[config.mk]
export PLATFORM = sky130hd
export DESIGN_NAME = ao_ch_ctrl
export DESIGN_NICKNAME = d
export VERILOG_FILES = /design/src/rtl/ao_ch_pkg.sv /design/src/rtl/spi_sclk_gen.sv /design/src/rtl/ao_ch_ctrl.sv
export SDC_FILE = /design/constraint.sdc
export NUM_CORES = 1
export LEC_CHECK = 0
export BUFFER_PORTS_ARGS = -buffer_cell sky130_fd_sc_hd__buf_2
export CAP_MARGIN = 20
export CELL_PAD_IN_SITES_DETAIL_PLACEMENT = 0
export CELL_PAD_IN_SITES_GLOBAL_PLACEMENT = 2
export CORE_AREA = 5 5 99 101
export DETAILED_ROUTE_END_ITERATION = 10
export DIE_AREA = 0 0 104 106
export HOLD_SLACK_MARGIN = 0.06
export PLACE_DENSITY_LB_ADDON = 0.1
export SYNTH_ARGS = -nofsm -noshare
export SYNTH_HDL_FRONTEND = slang
export SYNTH_SLANG_ARGS = --single-unit
export TNS_END_PERCENT = 1
[constraint.sdc]
create_clock -name i_clk -period 2.4 [get_ports i_clk]
set_input_delay 0.24 -clock i_clk [delete_from_list [all_inputs] [get_ports i_clk]]
set_output_delay 0.24 -clock i_clk [all_outputs]
set_load 0.02 [all_outputs]
[src/rtl/ao_ch_pkg.sv]
// Shared types and constants for the AO channel controller and its SPI timing.
package ao_ch_pkg;

  typedef enum logic [3:0] {
    ST_IDLE,
    ST_DA_SETUP,
    ST_DA_SHIFT,
    ST_DA_HOLD,
    ST_GAP,
    ST_AD_SETUP,
    ST_AD_SHIFT,
    ST_AD_HOLD,
    ST_DONE
  } state_t;

  localparam logic [31:0] DA_HDR_DEF   = 32'h5500_0001;
  localparam logic [7:0]  AD_CMD_DEF   = 8'h58;
  localparam int          DA_BITS      = 48;
  localparam int          AD_CMD_BITS  = 8;
  localparam int          AD_DATA_BITS = 16;
  localparam int          AD_BITS      = AD_CMD_BITS + AD_DATA_BITS;
  localparam int          HALF_W       = 7;

  // Half-periods spent in a phase, minus one. Shift phases span first rise to
  // last fall; AD_HOLD carries two extra CS-high half-periods before DONE.
  function automatic logic [HALF_W-1:0] phase_halves(input state_t st);
    logic [HALF_W-1:0] n;
    n = '0;
    case (st)
      ST_DA_SHIFT: n = HALF_W'(2 * DA_BITS - 2);
      ST_DA_HOLD:  n = HALF_W'(1);
      ST_GAP:      n = HALF_W'(1);
      ST_AD_SHIFT: n = HALF_W'(2 * AD_BITS - 2);
      ST_AD_HOLD:  n = HALF_W'(3);
      default:     n = '0;
    endcase
    return n;
  endfunction

endpackage

[src/rtl/spi_sclk_gen.sv]
// Half-period divider: terminal-count strobe every CLK_DIV cycles while enabled,
// toggling SCLK on strobes when i_tog is set. Shared by the DA and AD links.
module spi_sclk_gen #(
  parameter int CLK_DIV = 4
) (
  input  logic i_clk,
  input  logic i_rst_n,
  input  logic i_en,
  input  logic i_tog,
  output logic o_sclk,
  output logic o_tc,
  output logic o_rise,
  output logic o_fall
);

  localparam int            CW     = $clog2(CLK_DIV);
  localparam logic [CW-1:0] RELOAD = CW'(CLK_DIV - 1);

  logic [CW-1:0] r_cnt;
  logic          r_sclk;

  assign o_tc   = i_en && (r_cnt == '0);
  assign o_rise = o_tc && i_tog && !r_sclk;
  assign o_fall = o_tc && i_tog && r_sclk;
  assign o_sclk = r_sclk;

  always_ff @(posedge i_clk or negedge i_rst_n) begin
    if (!i_rst_n) begin
      r_cnt  <= RELOAD;
      r_sclk <= 1'b0;
    end else if (!i_en) begin
      r_cnt  <= RELOAD;
      r_sclk <= 1'b0;
    end else if (o_tc) begin
      r_cnt <= RELOAD;
      if (i_tog) r_sclk <= ~r_sclk;
    end else begin
      r_cnt <= r_cnt - 1'b1;
    end
  end

endmodule

[src/rtl/ao_ch_ctrl.sv]
// AO channel SPI master: DA write frame, optional AD readback and compare.
// Readback is built only when AO_CH_READBACK_EN is defined.
module ao_ch_ctrl
  import ao_ch_pkg::*;
#(
  parameter int          CLK_DIV = 4,
  parameter logic [31:0] DA_HDR  = DA_HDR_DEF,
  parameter logic [7:0]  AD_CMD  = AD_CMD_DEF
) (
  input  logic        i_clk,
  input  logic        i_rst_n,
  input  logic        i_wr_req,
  input  logic [15:0] i_wr_data,
  output logic        o_busy,
  output logic        o_done,
  output logic [15:0] o_rd_data,
  output logic        o_rd_valid,
  output logic        o_cmp_err,
  output logic        o_da_spi_clk,
  output logic        o_da_spi_cs,
  output logic        o_da_spi_mosi,
  output logic        o_ad_spi_clk,
  output logic        o_ad_spi_cs,
  output logic        o_ad_spi_mosi,
  input  logic        i_ad_spi_miso
);

  // state     | meaning
  // DA_*      | DA frame: CS-low setup, 48 SCLK cycles, CS-high hold
  // GAP/AD_*  | both links idle, then the 24-cycle AD readback frame
  // DONE      | one-cycle completion pulse, back to IDLE
  state_t            r_state, w_state_nxt;
  logic [HALF_W-1:0] r_half;
  logic              w_accept, w_en, w_tog, w_tc, w_rise, w_fall, w_sclk, w_last;
  logic              r_busy, r_done, r_da_cs;
  logic [DA_BITS-1:0] r_sr;
  logic              w_ad_link;

  assign w_accept = i_wr_req && (r_state == ST_IDLE);
  assign w_en     = (r_state != ST_IDLE) && (r_state != ST_DONE);
  assign w_tog    = r_state inside {ST_DA_SETUP, ST_DA_SHIFT, ST_AD_SETUP, ST_AD_SHIFT};
  assign w_last   = w_tc && (r_half == '0);

  spi_sclk_gen #(.CLK_DIV(CLK_DIV)) u_sclk_gen (
    .i_clk   (i_clk),
    .i_rst_n (i_rst_n),
    .i_en    (w_en),
    .i_tog   (w_tog),
    .o_sclk  (w_sclk),
    .o_tc    (w_tc),
    .o_rise  (w_rise),
    .o_fall  (w_fall)
  );

  always_ff @(posedge i_clk or negedge i_rst_n) begin
    if (!i_rst_n) r_state <= ST_IDLE;
    else          r_state <= w_state_nxt;
  end

  always_comb begin
    w_state_nxt = r_state;
    case (r_state)
      ST_IDLE:     if (w_accept) w_state_nxt = ST_DA_SETUP;
      ST_DA_SETUP: if (w_last)   w_state_nxt = ST_DA_SHIFT;
      ST_DA_SHIFT: if (w_last)   w_state_nxt = ST_DA_HOLD;
`ifdef AO_CH_READBACK_EN
      ST_DA_HOLD:  if (w_last)   w_state_nxt = ST_GAP;
`else
      ST_DA_HOLD:  if (w_last)   w_state_nxt = ST_DONE;
`endif
      ST_GAP:      if (w_last)   w_state_nxt = ST_AD_SETUP;
      ST_AD_SETUP: if (w_last)   w_state_nxt = ST_AD_SHIFT;
      ST_AD_SHIFT: if (w_last)   w_state_nxt = ST_AD_HOLD;
      ST_AD_HOLD:  if (w_last)   w_state_nxt = ST_DONE;
      ST_DONE:                   w_state_nxt = ST_IDLE;
      default:                   w_state_nxt = ST_IDLE;
    endcase
  end

  always_ff @(posedge i_clk or negedge i_rst_n) begin
    if (!i_rst_n)                     r_half <= '0;
    else if (w_state_nxt != r_state)  r_half <= phase_halves(w_state_nxt);
    else if (w_tc)                    r_half <= r_half - 1'b1;
  end

  // The frame MSB is on r_sr[47]; each falling edge advances to the next bit.
  always_ff @(posedge i_clk or negedge i_rst_n) begin
    if (!i_rst_n) begin
      r_busy  <= 1'b0;
      r_done  <= 1'b0;
      r_da_cs <= 1'b1;
      r_sr    <= '0;
    end else begin
      r_done <= 1'b0;
      if (w_accept) begin
        r_busy  <= 1'b1;
        r_da_cs <= 1'b0;
        r_sr    <= {DA_HDR, i_wr_data};
      end
      if ((r_state == ST_DA_HOLD) && w_tc && (r_half == HALF_W'(1))) r_da_cs <= 1'b1;
      if (w_fall) r_sr <= {r_sr[DA_BITS-2:0], 1'b0};
`ifdef AO_CH_READBACK_EN
      if ((r_state == ST_GAP) && w_last)
        r_sr <= {AD_CMD, {(DA_BITS - AD_CMD_BITS){1'b0}}};
`endif
      if (r_state == ST_DONE) begin
        r_busy <= 1'b0;
        r_done <= 1'b1;
      end
    end
  end

`ifdef AO_CH_READBACK_EN
  logic                    r_ad_link, r_ad_cs, r_rd_valid, r_cmp_err;
  logic [AD_DATA_BITS-1:0] r_code, r_rx, r_rd_data;

  // r_rx keeps the last 16 MISO bits, which are exactly frame cycles 9..24.
  always_ff @(posedge i_clk or negedge i_rst_n) begin
    if (!i_rst_n) begin
      r_ad_link  <= 1'b0;
      r_ad_cs    <= 1'b1;
      r_rd_valid <= 1'b0;
      r_cmp_err  <= 1'b0;
      r_code     <= '0;
      r_rx       <= '0;
      r_rd_data  <= '0;
    end else begin
      r_rd_valid <= 1'b0;
      if (w_accept) begin
        r_code    <= i_wr_data;
        r_cmp_err <= 1'b0;
      end
      if ((r_state == ST_DA_HOLD) && w_last) r_ad_link <= 1'b1;
      if ((r_state == ST_GAP) && w_last)     r_ad_cs   <= 1'b0;
      if (w_rise && r_ad_link)               r_rx      <= {r_rx[AD_DATA_BITS-2:0], i_ad_spi_miso};
      if ((r_state == ST_AD_HOLD) && w_tc && (r_half == HALF_W'(3))) r_ad_cs <= 1'b1;
      if (r_state == ST_DONE) begin
        r_ad_link  <= 1'b0;
        r_rd_data  <= r_rx;
        r_rd_valid <= 1'b1;
        if (r_rx[AD_DATA_BITS-1:1] != r_code[AD_DATA_BITS-1:1]) r_cmp_err <= 1'b1;
      end
    end
  end

  assign w_ad_link     = r_ad_link;
  assign o_ad_spi_clk  = w_sclk & r_ad_link;
  assign o_ad_spi_cs   = r_ad_cs;
  assign o_ad_spi_mosi = r_sr[DA_BITS-1] & r_ad_link;
  assign o_rd_data     = r_rd_data;
  assign o_rd_valid    = r_rd_valid;
  assign o_cmp_err     = r_cmp_err;
`else
  logic w_unused;
  assign w_unused      = ^{i_ad_spi_miso, w_rise};
  assign w_ad_link     = 1'b0;
  assign o_ad_spi_clk  = 1'b0;
  assign o_ad_spi_cs   = 1'b1;
  assign o_ad_spi_mosi = 1'b0;
  assign o_rd_data     = '0;
  assign o_rd_valid    = 1'b0;
  assign o_cmp_err     = 1'b0;
`endif

  assign o_busy        = r_busy;
  assign o_done        = r_done;
  assign o_da_spi_clk  = w_sclk & ~w_ad_link;
  assign o_da_spi_cs   = r_da_cs;
  assign o_da_spi_mosi = r_sr[DA_BITS-1] & ~w_ad_link;

endmodule

---- Word-level counts from Yosys, hierarchy flattened ----
Cells that the tools add are included.
storage, ports and cells
  register bits after elaboration ......... 65
  bits in latches ......................... 0
  RAM bits ................................ 0
  memory bits (read-only) ................. 0
  input port bits ......................... 20
  output and inout bits ................... 26
  word-level logic and storage cells ...... 72
  memories ................................ 0
cells by class
  $add $sub $neg .......................... 2
  $mul .................................... 0
  div/mod/pow operators ................... 0
  order comparisons ....................... 0
  eq/ne operators ......................... 18
  shift operators ......................... 0
  muxes and demuxes ....................... 23
  bitwise gates (word level) .............. 1
  reductions and logical operators ........ 20
operators by type and width
  operator             count
  $mux 48              2
  $eq 4x3->1 const B   7
  $mux 4               7
  $pmux 4 s7           1
  $pmux 7 s4           1
  $eq 4x2->1 const B   4
  $mux 7               2
  $logic_and 1x1->1    8
  $mux 1               8
  $reduce_bool 2->1    4
  $reduce_bool 4->1    2
  $eq 7x1->1 const B   1
  $logic_not 7->1      1
  $sub 7x1->7 const B  1
  $eq 4x1->1 const B   1
  $eq 4x4->1 const B   1
  $logic_not 4->1      1
  $mux 2               2
  $ne 2x2->1 const B   2
  $ne 4x4->1           1
  $ne 4x4->1 const B   1
  $reduce_or 2->1      2
  $logic_not 2->1      1
  $reduce_and 2->1     1
  2 further kinds      2

---- Longest topological paths before layout ----
Gate-level depths: netlist (run 1).
  depth after elaboration ................. 10
  mapped depth ............................ 8
  gate-level depth less buffers ........... 6

---- Cells and area by module ----
Synthesis (run 1) repeated with hierarchy kept, for this count alone.
second synthesis, totals
  cell total of the unflattened synthesis .. 336
  area total of the unflattened synthesis .. 3,155.5 um2
by module, submodules not included
  module        times used  cells each  area an instance (um2)  seq. area each (um2)
  ao_ch_ctrl    1           321         3,006.6                 1,552.7
  spi_sclk_gen  1           15          148.9                   77.6

---- Worst setup path before layout (run 1) ----
OpenSTA, ideal clock, no wires.
  path kind ............................... flip-flop to flip-flop
  start point ............................. register u_sclk_gen.r_cnt[0]
  end point ............................... register r_sr[17]
  arrival time ............................ 1,790 ps
  required time ........................... 2,334 ps
  path slack .............................. 544 ps
  stages on the path, launching flop included .. 7
  buffers on the path ..................... 1
  clock period less this slack ............ 1,856 ps
  cell sequence ........................... dfstp_2 > inv_1 > ha_1 > nor2b_1 > a32oi_1 > clkbuf_1 > a22o_1
on the way
  word-level cells in the longest chain between the ends .. 5
  elaborated cells between the ends (all ways) .. 6
  classes of those cells .................. 1 x mux; 5 x reduce/logical
RTL lines
  element                                              RTL line            source
  from (decl)                                          spi_sclk_gen.sv:19  logic [CW-1:0] r_cnt;
  from (signal assigned)                               spi_sclk_gen.sv:38  r_cnt <= r_cnt - 1'b1;
  $logic_not 2->1 *                                    spi_sclk_gen.sv:22  assign o_tc = i_en && (r_cnt == '0);
  $logic_and 1x1->1 *                                  spi_sclk_gen.sv:22
  $logic_and 1x1->1 *                                  -
  $logic_and 1x1->1 *                                  spi_sclk_gen.sv:24  assign o_fall = o_tc && i_tog && r_sclk;
  $mux 48 / $reduce_bool 2->1 (equally long branches)  -
  to (signal assigned)                                 ao_ch_ctrl.sv:98    r_sr <= {DA_HDR, i_wr_data};
  to (signal assigned)                                 ao_ch_ctrl.sv:101   if (w_fall) r_sr <= {r_sr[DA_BITS-2:0], 1'b0};
  to (decl)                                            ao_ch_ctrl.sv:36    logic [DA_BITS-1:0] r_sr;
Every way passes the cells marked *; elsewhere a longest branch is shown, timed or not.
A chain may end at the register's enable or synchronous reset.

---- Worst setup path after layout (run 1) ----
  start point ............................. register u_sclk_gen.r_cnt[0]
  end point ............................... register r_half[5]
on the way
  word-level cells in the longest chain between the ends .. 9
  elaborated cells between the ends (all ways) .. 20
  classes of those cells .................. 6 x eq/ne; 9 x mux; 5 x reduce/logical
RTL lines
  element                                          RTL line                            source
  $logic_not 2->1 *                                spi_sclk_gen.sv:22
  $logic_and 1x1->1 *                              spi_sclk_gen.sv:22
  $logic_and 1x1->1                                ao_ch_ctrl.sv:42                    assign w_last = w_tc && (r_half == '0);
  $mux 4 (tied with other cells)                   ao_ch_ctrl.sv:69, ao_ch_ctrl.sv:74
  $pmux 4 s7                                       ao_ch_ctrl.sv:62                    case (r_state)
  $eq 4x3->1 / $eq 4x2->1 (equally long branches)  ao_ch_pkg.sv:29                     case (st)
  $reduce_or 2->1 (no line)                        -
  $pmux 7 s4                                       ao_ch_pkg.sv:29
  $mux 7                                           ao_ch_ctrl.sv:82                    else if (w_state_nxt != r_state) r_half <= phase_halves(w_state_nxt);
  to (signal assigned)                             ao_ch_ctrl.sv:82
  to (signal assigned)                             ao_ch_ctrl.sv:83                    else if (w_tc) r_half <= r_half - 1'b1;
  to (decl)                                        ao_ch_ctrl.sv:33                    logic [HALF_W-1:0] r_half;
Marks and branches as above.

==> metrics.cfg, run 1 <==
[logic_synthesis]
synth_top_family_by_area = compound AO/OA/AOI/OAI gates
ys_top_cells_by_area = dfrtp_1 51%, a22o_1 7.7%, nand2_1 5.8%
synth_most_common_cell = dfrtp_1
synth-simple-area-share_pct = 15.26
synth_xor_area_share_pct = 1.145
ys_types = 47
ys_ff_latch = 65
syn_area_per_cell_um2 = 10.73
netlist_area_um2 = 3059
muxShareOfSynthArea_pct = 0.3272
synthAdderAreaFrac_pct = 1.636
ys_seq_area_share_pct = 53.29
synthCells = 285
yosysTopAreaCellShare_pct = 50.72
synth_top_area_cell = dfrtp_1
synth-edff-count = 0
postSynth.topFlopCell = dfrtp_1
synth-async-reset-ratio_pct = 100.0
synth_common_cells = 62 x dfrtp_1, 47 x nand2_1, 27 x a22o_1, 21 x buf_4, 15 x a22oi_1
synth_warnings = 0
synth_compound_gate_area_share_pct = 19.14

[cts]
numCtsBuffers = 9
post_cts_resized = 0
clockBufferDepth = 2
clock-root-buffer = clkbuf_8
h-tree-depth = 3
clk_latency_ps = 330
cts.sinks = 65
cts_tree = done
path_clk_slew_ps = 70

[floorplanning]
start_util_pct = 34.24
io_pins = 46
fp.dieH_um = 106
core_um2 = 8934
die-width_um = 104
die_area_um2 = 11020
num_rows = 35

[final_layout]
drive_above_1_share_pct = 17.89
synthToLayoutAreaGrowth_pct = 13.13
post-route-util_pct = 38.74
nets = 332
fill_cells = 912
diodes = 0
design_area_um2 = 3461
multi_input_area_um2 = 1234
fin_cells = 424
seqCellArea_um2 = 1630

[sta]
final_max_slew_viol_count = 0
post-route-min-period_ps = 2038
relSlewSlack_pct = 57.10
final.setup_skew_ps = 5.385
worst_slew_pin_slew_ps = 643.6
rsz0062_at_grt = no
timing.hold.ws_ps = 134.1
setup_ws_ps = 361.5
fin_crit_sh_pct = 84.94
setup_viol = 0
hold_viol_final = 0
max_freq_mhz = 490.6
fin_tns_setup_ps = 0

[pwr]
p_int_mw = 1.697
vdd_drop_max_v = 0.0002046
clkPwrFrac_pct = 46.0
p_switching_mw = 0.4654
swShare_pct = 21.53
seqPwrFrac_pct = 50.7
p_leak_nw = 1.671
pwr-share-comb_pct = 3.3
p_per_area_nw_per_um2 = 624.7
power_mw = 2.162

[worst_setup_path]
path_delay_family = compound AO/OA/AOI/OAI gates
startpoint_type = flip-flop
critPathRequiredTime_ps = 2650
critPathSlowestCell = dfstp_2
cp_max_fo = 7
ff2ff_setup_slack_ps = 360
cp.arrival_ps = 2290
crit_start = u_sclk_gen.r_cnt[0]
critPathCaptureType = flip-flop
max_stage_delay_ps = 530
path_buf_inv = 1
critPathKind = reg2reg
crit_chain = inv_1 > ha_1 > nor4bb_2 > a211oi_2 > nand2_1 > o211ai_1
r2r-start = u_sclk_gen.r_cnt[0]

[route]
via_count = 2129
wl_um = 6401
drcViolationCount = 0
viasPerCell = 5.021
drtPass1Iterations = 4
drtIter0Drc = 80
antenna_left = 0
wl_per_cell_um = 15.10

[placed_design]
detailed_place_hpwl_um = 4140
dpl-instance-area_um2 = 3241
place_worst_setup_slack_ps = 357.9
port_buffers = 23
dp_cells = 407
place_congestion = 0.7338

[global_routing]
grt_usage_pct = 12.29
grt_pass1_vias = 2193
grt_pass1_wl_um = 10940
grt_max_degree = 66
antenna_found_initial = 0
gr-total-overflow = 0

[flow_run]
maxCapViolCount = 0

[min_path]
min_from = i_wr_data[3]
hold_class = in2reg

[run_status]
status = completed

-- cells by family after synthesis --
family	count (synthesis)
simple gates	89
compound gates	72
fa+ha+maj	4
other cells	2
buf+inv	48
flops	65
xor+xnor	4
mux	1
-- state kept, by name (all words and copies together) (netlist names) --
name	flops
o_done	1
o_busy	1
u_sclk_gen.r_cnt	2
u_sclk_gen.o_sclk	1
r_sr	48
r_state	4
o_da_spi_cs	1
r_half	7
-- cell type report --
class	count	share of cell area, %
clock inverters	5	2.278
flip-flops and latches	65	47.11
inverters	8	0.8677
clock buffers	11	3.796
well taps	111	4.013
repair buffers	33	6.291
multi-input cells	191	35.65
-- power groups by stage --
stage          logic (mW)  clock network (mW)  registers (mW)
6_report           0.0716               0.995            1.10
5_1_grt            0.0804                1.08            1.09
4_1_cts            0.0731                1.04            1.09
3_5_place_dp       0.0719                   0            1.12
3_3_place_gp       0.0718                   0            1.12
2_1_floorplan      0.0556                   0            1.12
-- worst register-to-register path: stages, from the launching register on --
cell and delay (ps):
dfstp_2 530, inv_1 40, ha_1 250, nor4bb_2 230, a211oi_2 510, nand2_1 190
o211ai_1 210
-- routing by layer --
metal / global-route usage [%] / vias to the layer above / wire length, um
met5: 0 / - / 0
met4: 4.995 / 0 / 81
met3: 3.097 / 8 / 326
met2: 19.26 / 53 / 2917
met1: 16.24 / 1037 / 3076
li1: - / 1031 / -
-- placed cells by master (no fill, tap or decap), types with 2 or more instances in the layout --
master	netlist	routed
buf_12	0	2
clkbuf_1	7	2
or3_1	3	3
conb_1	2	21
bufinv_16	0	2
xor2_1	3	3
clkinv_2	0	2
o21ai_0	3	3
nand4b_1	2	2
nor3b_1	3	3
nand2_1	47	47
nand4_1	6	6
buf_2	12	23
a22oi_1	15	15
buf_4	21	7
nor2_1	10	10
a22o_1	27	27
and2_1	2	2
nor2b_1	2	2
dfstp_2	3	3
and3_1	2	2
dfrtp_1	62	62
a21oi_1	5	5
nand3_1	4	4
a32o_1	2	2
o211ai_1	3	3
o22a_1	5	5
inv_1	8	8
clkbuf_8	0	9
a31oi_1	2	2
ha_1	4	4
-- what timing repair did --
action | 4_1_cts | 5_1_grt
setup buffers | 0 | 0
hold buffers | 1 | 0
hold endpoints to repair | 62 | 0
-- final timing paths --
path                                  endpoint  depth (start not counted)
min in group asynchronous            r_half[3]                          3
min reg2reg                u_sclk_gen.r_cnt[0]                          1
min                                    r_sr[3]                          3
max in group asynchronous  u_sclk_gen.r_cnt[0]                          3
max                                  r_half[5]                          6
max reg2reg                          r_half[5]                          6
Power figures use the tool's default switching activity.
==> run 2: changes to the inputs <==
Settings changed: CORE_AREA 5 5 99 101 to 5 5 103 105, DIE_AREA 0 0 104 106 to 0 0 108 110.
Clock period 2.4 ns to 1.8 ns, I/O delays scaled along.
==> run 2 against run 1 <==
Clock skew increased by 7.0 ps. First-iteration DRC count increased by 53%. Sequential power increased by 33%. Critical path type unchanged. Highest routed layer unchanged.
==> metrics.cfg, run 2 (synthesized netlist as in run 1, its figures left out) <==
[min_path]
hold_class = in2reg
whs_endpoint = r_sr[0]
min_from = i_wr_data[0]
holdPathStages = 3

[sta]
setup_viol = 0
fin_crit_sh_pct = 97.26
hold_viol_final = 0
rsz0062_at_grt = yes
setup_ws_ps = 49.25
max_freq_mhz = 571.2
timing.hold.ws_ps = 78.57
final.setup_skew_ps = 12.36
post-route-min-period_ps = 1751
fin_tns_setup_ps = 0
final_max_slew_viol_count = 0

[worst_setup_path]
reg2reg_depth = 7
cp.arrival_ps = 2020
critPathCaptureType = flip-flop
regToRegEndpoint = r_half[2]
critPathRequiredTime_ps = 2070
r2r-start = u_sclk_gen.r_cnt[0]
cp_max_fo = 5
critPathKind = reg2reg
ff2ff_setup_slack_ps = 50
startpoint_type = flip-flop

[global_routing]
antenna_found_initial = 0
grt_usage_pct = 12.54
grt_pass1_vias = 2359
grt_pass1_wl_um = 11610
grt_max_degree = 66
gr-total-overflow = 0

[pwr]
power_mw = 2.834
p_per_area_nw_per_um2 = 724.2
vdd_drop_max_v = 0.0003379
p_leak_nw = 1.861

[cts]
clk_latency_ps = 340
clock-root-buffer = clkbuf_8
cts_tree = done
numCtsBuffers = 9
cts.sinks = 65
h-tree-depth = 3
path_clk_slew_ps = 90
clockBufferDepth = 2

[placed_design]
port_buffers = 23
place_congestion = 0.7540
detailed_place_hpwl_um = 4630
place_worst_setup_slack_ps = -109.1

[final_layout]
synthToLayoutAreaGrowth_pct = 27.93
layout_common_cells = 61 x dfrtp_1, 45 x nand2_1, 31 x buf_4
reg_top3 = r_sr x48, r_half x7, r_state x4
post-route-util_pct = 40.99
diodes = 0
drive_above_1_share_pct = 28.77
top_register = r_sr
nets = 370
layout_commonest_cell = dfrtp_1
largest_reg_flops = 48

[route]
drtPass1Iterations = 4
drcViolationCount = 0
wl_per_cell_um = 14.46
antenna_left = 0
wl_um = 6999
via_count = 2259
viasPerCell = 4.667
drtIter0Drc = 122

[floorplanning]
die_area_um2 = 11880
die-width_um = 108
num_rows = 36
start_util_pct = 32.04
io_pins = 46
fp.dieH_um = 110
core_um2 = 9549

[flow_run]
maxCapViolCount = 0

[run_status]
status = completed

run 2: metal layers:
layer | vias to the layer above | GRT usage (%) | wire length, um
li1 | 1106 | - | -
met1 | 1107 | 17.13 | 3558
met2 | 37 | 18.87 | 2994
met3 | 9 | 3.262 | 340
met4 | 0 | 5.320 | 105
met5 | - | 0 | 0
run 2: metrics by stage:
step,instances,cell area (um2)
floorplan,304,3131
global placement,458,3523
detailed placement,458,3523
CTS,483,3830
global route,484,3914
finish,484,3914
run 2: final cells by class:
type,count,area (um2)
multi-input combinational,191,1313
fill,962,5635
clock buffer,9,123.9
tap,133,166.4
timing repair buffer,71,571.8
sequential,65,1632
inverter,8,30.03
clock inverter,7,77.57
run 2: timing repair:
item / 4_1_cts / 5_1_grt
endpoints found under the setup margin: 38 / 15
hold endpoints to repair: 70 / 0
buffers inserted: 0 / 2
resized for setup: 4 / 17
pin swaps: 0 / 6
hold buffers: 9 / 0
run 2: worst max-delay path by stage:
stage	start	end	slack, ps	cells after the start
global route	u_sclk_gen.r_cnt[0]	r_half[2]	-20	7
global placement	u_sclk_gen.r_cnt[0]	r_half[0]	-110	6
floorplan	u_sclk_gen.r_cnt[0]	r_sr[17]	-60	6
detailed placement	u_sclk_gen.r_cnt[0]	r_half[6]	-110	8
CTS	r_half[0]	r_half[6]	-2	8
finish	u_sclk_gen.r_cnt[0]	r_half[2]	50	7
run 2: power breakdown:
group / leakage (nW) / switching, mW / internal (mW)
combinational: 0.894 / 0.0762 / 0.0320
sequential: 0.866 / 0 / 1.46
clock: 0.100 / 0.615 / 0.651
run 2: critical path, stage by stage (launching register included):
cell and delay [ps]:
dfstp_2 540, inv_2 40, ha_4 170, nor4bb_4 170, a211oi_4 330, buf_4 180
a31oi_4 70, o211ai_1 170
==> run 3: changes to the inputs <==
Settings changed: CORE_AREA 5 5 103 105 to 5 5 88 122, DIE_AREA 0 0 108 110 to 0 0 93 127, HOLD_SLACK_MARGIN 0.06 to 0.1, SKIP_LAST_GASP set to 1.
==> run 3 against run 2 <==
Cell area up 2.2%. Utilization up 1.3 points. Clock power up 65%. Wire length up 3.3%. Via count up 0.89%. Setup slack worse by 2.0 ps. Cell count down 4.1%.
==> metrics.cfg, run 3 (synthesized netlist as in run 1, its figures left out) <==
[run_status]
status = completed

[floorplanning]
io_pins = 46
fp.dieH_um = 127
start_util_pct = 32.34
core_um2 = 9459
die-width_um = 93
num_rows = 42
die_area_um2 = 11810

[final_layout]
nets = 373
fill_cells = 940
layout_common_cells = 62 x dfrtp_1, 47 x nand2_1, 32 x buf_4
diodes = 0
drive_above_1_share_pct = 24.86
layout_commonest_cell = dfrtp_1
seqCellArea_um2 = 1630
largest_reg_flops = 48
reg_top3 = r_sr x48, r_half x7, r_state x4
synthToLayoutAreaGrowth_pct = 30.80
multi_input_area_um2 = 1262
top_register = r_sr

[cts]
cts.sinks = 65
clk_latency_ps = 330
h-tree-depth = 3
clockBufferDepth = 2
path_clk_slew_ps = 60
clock-root-buffer = clkbuf_16
cts_tree = done
numCtsBuffers = 9

[sta]
setup_ws_ps = 47.26
rsz0062_at_grt = yes
hold_viol_final = 0
timing.hold.ws_ps = 110.0
setup_viol = 0
final.setup_skew_ps = 8.038
post-route-min-period_ps = 1753
max_freq_mhz = 570.5
final_max_slew_viol_count = 0
fin_crit_sh_pct = 97.37

[worst_setup_path]
cp_max_fo = 4
critPathCaptureType = flip-flop
crit_chain = inv_1 > ha_4 > buf_4 > buf_4 > o31ai_2 > and3_1 > a21oi_1 > o2bb2a_1
regToRegEndpoint = r_half[6]
critPathRequiredTime_ps = 2010
ff2ff_setup_slack_ps = 50
max_stage_delay_ps = 510
critPathSlowestCell = dfstp_2
cp.arrival_ps = 1960
critPathKind = reg2reg
startpoint_type = flip-flop
r2r-start = u_sclk_gen.r_cnt[1]
reg2reg_depth = 8
crit_top_cell = buf_4

[route]
via_count = 2279
drtIter0Drc = 136
drtPass1Iterations = 4
wl_um = 7233
wl_per_cell_um = 15.59
wl_met2_um = 3639
highest_layer = met4
drcViolationCount = 0
met3_length_um = 245
wl_met1_um = 3201
viasPerCell = 4.912
antenna_left = 0

[placed_design]
port_buffers = 23
place_worst_setup_slack_ps = -106.1
place_congestion = 0.7670
detailed_place_hpwl_um = 4922

[min_path]
hold_class = in2reg
min_from = i_wr_data[15]
holdPathStages = 3
whs_endpoint = r_sr[15]

[pwr]
p_leak_nw = 1.937
p_per_area_nw_per_um2 = 917.8
vdd_drop_max_v = 0.0004482

[global_routing]
gr-total-overflow = 0
grt_usage_pct = 13.42
grt_pass1_vias = 2459
grt_max_degree = 66
antenna_found_initial = 0
grt_pass1_wl_um = 12360

[flow_run]
maxCapViolCount = 0

==> run 3: where the power goes <==
group          leakage (nW)  switching [mW]  internal [mW]
Sequential            0.866               0           1.46
Combinational         0.897          0.0778         0.0404
Clock                 0.173           0.660           1.43
Total                  1.94           0.738           2.93
==> run 3: repair_timing <==
| action | in CTS | in global routing |
|---|---|---|
| pin swaps | 2 | 1 |
| endpoints found under the hold margin | 76 | 0 |
| resized for setup | 2 | 4 |
| setup endpoints to repair | 49 | 51 |
| hold buffers | 15 | 0 |
| setup buffers | 1 | 1 |
==> run 3: worst max path at each step <==
| stage | start | to | slack [ps] | cells after the start |
|---|---|---|---|---|
| after floorplan | u_sclk_gen.r_cnt[0] | r_sr[17] | -60 | 6 |
| after global placement | u_sclk_gen.r_cnt[0] | r_half[6] | -70 | 7 |
| after detailed placement | u_sclk_gen.r_cnt[0] | r_half[5] | -110 | 6 |
| after CTS | r_half[0] | r_half[2] | -10 | 7 |
| after global routing | u_sclk_gen.r_cnt[0] | r_half[6] | -20 | 8 |
| final | u_sclk_gen.r_cnt[1] | r_half[6] | 50 | 8 |
==> run 3: metal layers <==
layer | vias up | track usage (%)
met5 | - | 0
met4 | 0 | 6.299
met3 | 9 | 3.000
met2 | 39 | 22.40
met1 | 1115 | 16.38
li1 | 1116 | -
==> run 3: worst max-delay path: cells and delay by family, from the launching register on <==
family	cells	cell delay (ps)
compound gates	3	400
simple gates	1	260
buf+inv	3	300
fa+ha+maj	1	160
flops	1	510
==> run 3: metrics by stage <==
step                instances  TNS [ps]  util [%]  total power [mW]  instance area (um2)
floorplan                 304     -1815         -             1.563                 3131
global placement          432     -1498     36.57             1.584                 3460
detailed placement        432     -1338     36.57             1.584                 3460
CTS                       464    -12.72     42.05             3.710                 3978
finish                    464         0     42.30             3.672                 4001
global route              464    -81.23     42.30             3.790                 4001
==> run 3: area by class of cell <==
class / count / share of cell area (%)
well taps: 110 / 3.440
flip-flops and latches: 65 / 40.74
repair buffers: 74 / 14.63
inverters: 8 / 0.7505
clock buffers: 12 / 6.410
multi-input cells: 191 / 31.55
clock inverters: 4 / 2.470
